$ cat src/rtl/mips_multicycle_core.sv
// rtl/mips_multicycle_core.sv - multi-cycle MIPS-subset core with one shared memory port
//
// Purpose: datapath and control FSM for a MIPS subset. The subset is add/sub/and/or/slt/jr,
// addi/lw/sw/beq and j/jal. Instruction fetch and data access share a single req/ready port.
// Ports:
//   clk, rst          rising-edge clock, synchronous active-high reset
//   mem_req, mem_we   transaction request and direction (1 = write)
//   mem_adr           word-aligned byte address (low ADDR_W bits)
//   mem_wdata         store data
//   mem_rdata         read data, captured on the req & ready edge
//   mem_ready         memory completes the pending transaction this cycle
//   halted            core is parked in HALT
//   pc_dbg            current PC register
module mips_multicycle_core #(
  parameter logic [31:0] RESET_PC        = 32'h0000_0000,
  parameter int unsigned ADDR_W          = 32,
  parameter bit          HALT_ON_ILLEGAL = 1'b1
) (
  input  logic              clk,
  input  logic              rst,
  output logic              mem_req,
  output logic              mem_we,
  output logic [ADDR_W-1:0] mem_adr,
  output logic [31:0]       mem_wdata,
  input  logic [31:0]       mem_rdata,
  input  logic              mem_ready,
  output logic              halted,
  output logic [31:0]       pc_dbg
);
  localparam logic [5:0] OP_RTYPE = 6'h00, OP_J  = 6'h02, OP_JAL = 6'h03, OP_BEQ = 6'h04;
  localparam logic [5:0] OP_ADDI  = 6'h08, OP_LW = 6'h23, OP_SW  = 6'h2B;
  localparam logic [5:0] F_ADD = 6'h20, F_SUB = 6'h22, F_AND = 6'h24, F_OR = 6'h25;
  localparam logic [5:0] F_SLT = 6'h2A, F_JR  = 6'h08;

  typedef enum logic [3:0] {
    S_FETCH, S_DECODE, S_EXEC_R, S_EXEC_I, S_MEM_ADDR, S_MEM_RD,
    S_MEM_WR, S_WB_ALU, S_WB_MEM, S_BRANCH, S_JUMP, S_HALT
  } state_t;

  localparam state_t ILLEGAL_NXT = HALT_ON_ILLEGAL ? S_HALT : S_FETCH;

  state_t      state, state_nxt;
  logic [31:0] pc, ir, a_reg, b_reg, tgt, alu_out, mdr;
  logic [31:0] rf [0:31];

  logic [5:0]  op, funct;
  logic [4:0]  rs, rt, rd, wb_idx;
  logic [31:0] imm_sx, alu_r, addr_full;
  logic        r_alu_ok;

  assign op       = ir[31:26];
  assign rs       = ir[25:21];
  assign rt       = ir[20:16];
  assign rd       = ir[15:11];
  assign funct    = ir[5:0];
  assign imm_sx   = {{16{ir[15]}}, ir[15:0]};
  assign r_alu_ok = funct inside {F_ADD, F_SUB, F_AND, F_OR, F_SLT};
  assign wb_idx   = (op == OP_RTYPE) ? rd : rt;

  // Only FETCH uses the PC as address; data accesses use the computed effective address.
  // The low two bits are cleared so misaligned lw/sw land on the word boundary.
  assign addr_full = (state == S_FETCH) ? pc : alu_out;
  assign mem_adr   = addr_full[ADDR_W-1:0] & ~ADDR_W'(3);
  assign mem_wdata = b_reg;
  assign pc_dbg    = pc;

  always_comb begin
    alu_r = a_reg + b_reg;
    case (funct)
      F_SUB:   alu_r = a_reg - b_reg;
      F_AND:   alu_r = a_reg & b_reg;
      F_OR:    alu_r = a_reg | b_reg;
      F_SLT:   alu_r = {31'd0, $signed(a_reg) < $signed(b_reg)};
      default: ;
    endcase
  end

  // Next state and memory-port controls. The request is masked by rst so a pending
  // transfer is dropped in the same cycle reset is asserted.
  always_comb begin
    state_nxt = state;
    mem_req   = 1'b0;
    mem_we    = 1'b0;
    halted    = 1'b0;
    case (state)
      S_FETCH:    if (mem_ready) state_nxt = S_DECODE;
      S_DECODE: begin
        case (op)
          OP_RTYPE: begin
            if (funct == F_JR)  state_nxt = S_JUMP;
            else if (r_alu_ok)  state_nxt = S_EXEC_R;
            else                state_nxt = ILLEGAL_NXT;
          end
          OP_ADDI:      state_nxt = S_EXEC_I;
          OP_LW, OP_SW: state_nxt = S_MEM_ADDR;
          OP_BEQ:       state_nxt = S_BRANCH;
          OP_J, OP_JAL: state_nxt = S_JUMP;
          default:      state_nxt = ILLEGAL_NXT;
        endcase
      end
      S_EXEC_R, S_EXEC_I: state_nxt = S_WB_ALU;
      S_MEM_ADDR: state_nxt = (op == OP_LW) ? S_MEM_RD : S_MEM_WR;
      S_MEM_RD:   if (mem_ready) state_nxt = S_WB_MEM;
      S_MEM_WR:   if (mem_ready) state_nxt = S_FETCH;
      S_HALT:     state_nxt = S_HALT;
      default:    state_nxt = S_FETCH;
    endcase
    if (!rst) begin
      mem_req = state inside {S_FETCH, S_MEM_RD, S_MEM_WR};
      mem_we  = (state == S_MEM_WR);
      halted  = (state == S_HALT);
    end
  end

  always_ff @(posedge clk) begin
    if (rst) begin
      state   <= S_FETCH;
      pc      <= RESET_PC;
      ir      <= '0;
      a_reg   <= '0;
      b_reg   <= '0;
      tgt     <= '0;
      alu_out <= '0;
      mdr     <= '0;
      for (int i = 0; i < 32; i++) rf[i] <= '0;
    end else begin
      state <= state_nxt;
      case (state)
        S_FETCH: begin
          if (mem_ready) begin
            ir <= mem_rdata;
            pc <= pc + 32'd4;
          end
        end
        S_DECODE: begin
          a_reg <= rf[rs];
          b_reg <= rf[rt];
          tgt   <= pc + (imm_sx << 2);
        end
        S_EXEC_R:             alu_out <= alu_r;
        S_EXEC_I, S_MEM_ADDR: alu_out <= a_reg + imm_sx;
        S_WB_ALU:             if (wb_idx != 5'd0) rf[wb_idx] <= alu_out;
        S_MEM_RD:             if (mem_ready) mdr <= mem_rdata;
        S_WB_MEM:             if (rt != 5'd0) rf[rt] <= mdr;
        S_BRANCH:             if (a_reg == b_reg) pc <= tgt;
        S_JUMP: begin
          if (op == OP_RTYPE) begin
            pc <= a_reg;
          end else begin
            pc <= {pc[31:28], ir[25:0], 2'b00};
            // pc already holds the return address (instruction address + 4)
            if (op == OP_JAL) rf[31] <= pc;
          end
        end
        default: ;
      endcase
    end
  end
endmodule
$ cat config.mk
export PLATFORM = sky130hd
export DESIGN_NAME = mips_multicycle_core
export DESIGN_NICKNAME = d
export VERILOG_FILES = /design/src/rtl/mips_multicycle_core.sv
export SDC_FILE = /design/constraint.sdc
export NUM_CORES = 2
export LEC_CHECK = 0
export CORE_MARGIN = 10
export CORE_UTILIZATION = 25
export DETAILED_ROUTE_END_ITERATION = 7
export PLACE_DENSITY = 0.39
export SETUP_SLACK_MARGIN = 0.2
export SLEW_MARGIN = 20
export SYNTH_ARGS = -nofsm -noshare
export SYNTH_HDL_FRONTEND = slang
export SYNTH_SLANG_ARGS = --single-unit
$ cat constraint.sdc
create_clock -name clk -period 5.76 [get_ports clk]
set_clock_uncertainty 0.1 [all_clocks]
set_input_delay 1.152 -clock clk [delete_from_list [all_inputs] [get_ports clk]]
set_output_delay 1.152 -clock clk [all_outputs]
set_load 0.02 [all_outputs]
==> results.py <==
metrics = {
    "synth": {
        "ys_seq_area_share_pct": 50.7,
        "yosysWarnings": 0,
        "netlist_area_sq_mm": 0.0696,
        "synth_async_sr_flop_share_pct": 0,
        "synth_edf_count": 1024,
        "synth_area_leader_cell": "edfxtp_1",
        "synth.distinct_cells": 90,
        "syn_area_per_cell_sq_um": 12.3,
        "synth_top_area_share_pct": 44.2,
        "synth_seq_cells": 1252,
        "synth_area_leaders": "edfxtp_1 (44%), mux4_2 (21%), dfxtp_1 (6.6%), nor2_1 (6.4%), ha_1 (2.8%)",
        "ys.flop_type": "edfxtp_1",
        "syn_inst": 5659,
    },
    "placement": {
        "postPlaceCellArea_sq_mm": 0.0765,
        "io_buffer_count": 131,
        "hpwl_mm": 200,
        "place_ws_ps": 874,
        "routabilityCongestion": 0.883,
    },
    "worst_setup_path": {
        "crit_path_end_kind": "output pin",
        "crit_family": "simple AND/OR/NAND/NOR gates",
        "cp_max_fo": 17,
        "cpPeakStageDelay_ps": 930,
        "required_ps": 4510,
        "critPathSlowestCell": "dfxtp_1",
        "start_kind": "flop",
        "worstPathArrival_ps": 3620,
        "crit_chain": "nand3_1, nor3_1, clkdlybuf4s50_1",
        "critical_path_class": "flop to output pin",
        "worst-path-buf-inv": 1,
    },
    "cts": {
        "numCtsBuffers": 156,
        "holdBufCountCts": 0,
        "post-cts-setup-buffers": 0,
        "worstSkewPairLatency_ps": 850,
        "clkSlewWorstSetupHoldPaths_ps": 60,
        "cts-resized-gates": 0,
        "root_buffer": "clkbuf_16",
        "htree_num_levels": 4,
        "cts_buffer_depth": 3,
        "clkSinkCount": 1252,
        "tritoncts": "built",
    },
    "die": {
        "die-width_um": 548,
        "dieArea_sq_mm": 0.300,
        "start_util_pct": 25.1,
        "core_region_area_sq_mm": 0.277,
        "num_rows": 193,
        "io_pins": 134,
        "die_h_um": 548,
    },
    "layout": {
        "area_growth_pct": 17.4,
        "nNetsFinal": 5879,
        "drive_gt1_share_pct": 21.8,
        "top_register": "rf",
        "post-route-cell-area_sq_mm": 0.0817,
        "largest_reg_flops": 1024,
    },
    "detailed_routing": {
        "drt_iter0_drc": 5248,
        "ant_nets": 0,
        "drc_errors": 0,
        "vias": 50611,
        "dr.pass1.iters": 6,
        "wl_per_cell_um": 31.8,
        "avgViaCountPerCell": 5.32,
        "routed_wl_mm": 303,
    },
    "sta": {
        "hold_viol": 0,
        "relSlewSlack_pct": 24.2,
        "fin_tns_setup_ps": 0,
        "finalSetupViolations": 0,
        "max_freq_ghz": 0.205,
        "worst_pin_slew_ps": 1140,
        "worst_slack_ps": 885,
        "fin_crit_sh_pct": 84.6,
        "period_needed_ps": 4880,
        "rsz0062_at_grt": "no",
        "slew_viol_final": 0,
    },
    "global_routing": {
        "antenna_found_initial": 12,
        "grt_pass1_wl_mm": 417,
        "grt_pass1_vias": 49916,
        "grt_usage_pct": 19.5,
        "overflow": 0,
        "grt_max_degree": 107,
    },
    "pwr": {
        "leakage_uw": 0.0264,
        "fin_total_pwr_uw": 34900,
        "vdd_drop_max_v": 0.000275,
        "powerDensity_mw_per_mm2": 428,
    },
    "status": {
        "outcome": "complete, no violations",
    },
    "job": {
        "max_cap_viol_count": 0,
    },
    "min_path": {
        "hold_class": "flop to flop",
    },
}
-- worst reg2reg max path, cell delays in order, from the launching register on --
cell and delay [ps]:
dfxtp_2 760, ha_1 340, inv_1 70, fa_1 390, nand2b_1 200, a21oi_1 250, o21ai_0 330, a211oi_1 760
nor2_1 90, a21oi_1 300, a21oi_1 140, xnor2_1 140, a22oi_1 350, o221ai_1 290
-- metal layers --
| metal | track usage (%) | vias up | part of all wire, % |
|---|---|---|---|
| li1 | - | 21383 | - |
| met1 | 26.6 | 26824 | 43 |
| met2 | 31.9 | 2006 | 47 |
| met3 | 2.36 | 398 | 5.7 |
| met4 | 6.63 | 0 | 3.8 |
| met5 | 0 | - | 0 |
-- cells in the mapped netlist (47+ instances only) --
library cell,instances
inv_1,116
ha_1,157
buf_1,59
clkbuf_1,341
nand2_1,428
a211oi_1,108
nor2_1,1184
o21ai_0,186
a21o_1,47
dfxtp_1,228
buf_2,116
edfxtp_1,1024
mux2i_1,108
mux4_2,640
a21oi_1,305
-- final cells by class --
class	count	area, sq um
fill	27947	195000
sequential	1252	35400
multi-input combinational	3803	32500
tap	3705	4640
clock buffer	205	4200
timing repair buffer	354	3580
clock inverter	80	972
inverter	116	435
antenna	5	12.5
-- report_power, final --
group,internal [uW],switching [uW],total [uW]
clock,5700,4310,10000
combinational,4860,8280,13100
sequential,10400,1370,11800
-- logic make-up (layout without fill, tap and decap cells) --
family	Yosys count	after routing	synth area share, %
simple gates	1868	1868	11.0
buf+inv	637	755	3.67
flops	1252	1252	50.7
xor+xnor	49	49	0.617
mux	778	778	22.8
other cells	1	39	0.00539
fa+ha+maj	161	161	2.94
compound gates	913	913	8.29
-- layout by cell type (no fill, tap or decap), types with 17 or more instances in the layout --
| cell | n |
|---|---|
| a21o_1 | 47 |
| nor3_1 | 42 |
| inv_1 | 115 |
| mux2i_4 | 32 |
| nand2b_1 | 30 |
| ha_1 | 157 |
| clkbuf_1 | 38 |
| mux4_2 | 640 |
| a221o_1 | 17 |
| clkinv_2 | 30 |
| o21ai_1 | 31 |
| dfxtp_1 | 216 |
| clkinv_1 | 18 |
| xnor2_1 | 29 |
| xor2_1 | 20 |
| clkbuf_16 | 156 |
| mux2_2 | 30 |
| buf_12 | 47 |
| and3_1 | 29 |
| nand2_1 | 368 |
| a221oi_1 | 21 |
| nand2_2 | 61 |
| nor2_1 | 1181 |
| nand3_1 | 36 |
| conb_1 | 34 |
| a21oi_1 | 303 |
| clkdlybuf4s50_1 | 130 |
| edfxtp_1 | 1024 |
| a211oi_1 | 108 |
| nor2b_1 | 22 |
| buf_4 | 176 |
| o21ai_0 | 186 |
| mux2i_1 | 76 |
-- path summary, 6_finish.rpt --
path | from | endpoint | slack (ps) | cells after the start
setup reg to reg | ir[0]$_SDFFE_PP0P_ | alu_out[24]$_SDFFE_PP0P_ | 1040 | 13
hold / removal | tgt[10]$_SDFFE_PP0P_ | tgt[10]$_SDFFE_PP0P_ | 360 | 2
setup / recovery | state[1]$_SDFFE_PP0P_ | mem_we | 880 | 3
hold reg to reg | tgt[10]$_SDFFE_PP0P_ | tgt[10]$_SDFFE_PP0P_ | 360 | 2
-- per-stage QoR --
stage / util (%) / hold WS [ps] / cells
after floorplan: - / 332 / 5692
after global placement: 27.6 / 341 / 9230
after detailed placement: 27.6 / 347 / 9230
after CTS: 29.5 / 354 / 9515
after global routing: 29.5 / 382 / 9515
final: 29.5 / 355 / 9520
Note: power is estimated with default switching activity, not from simulation.
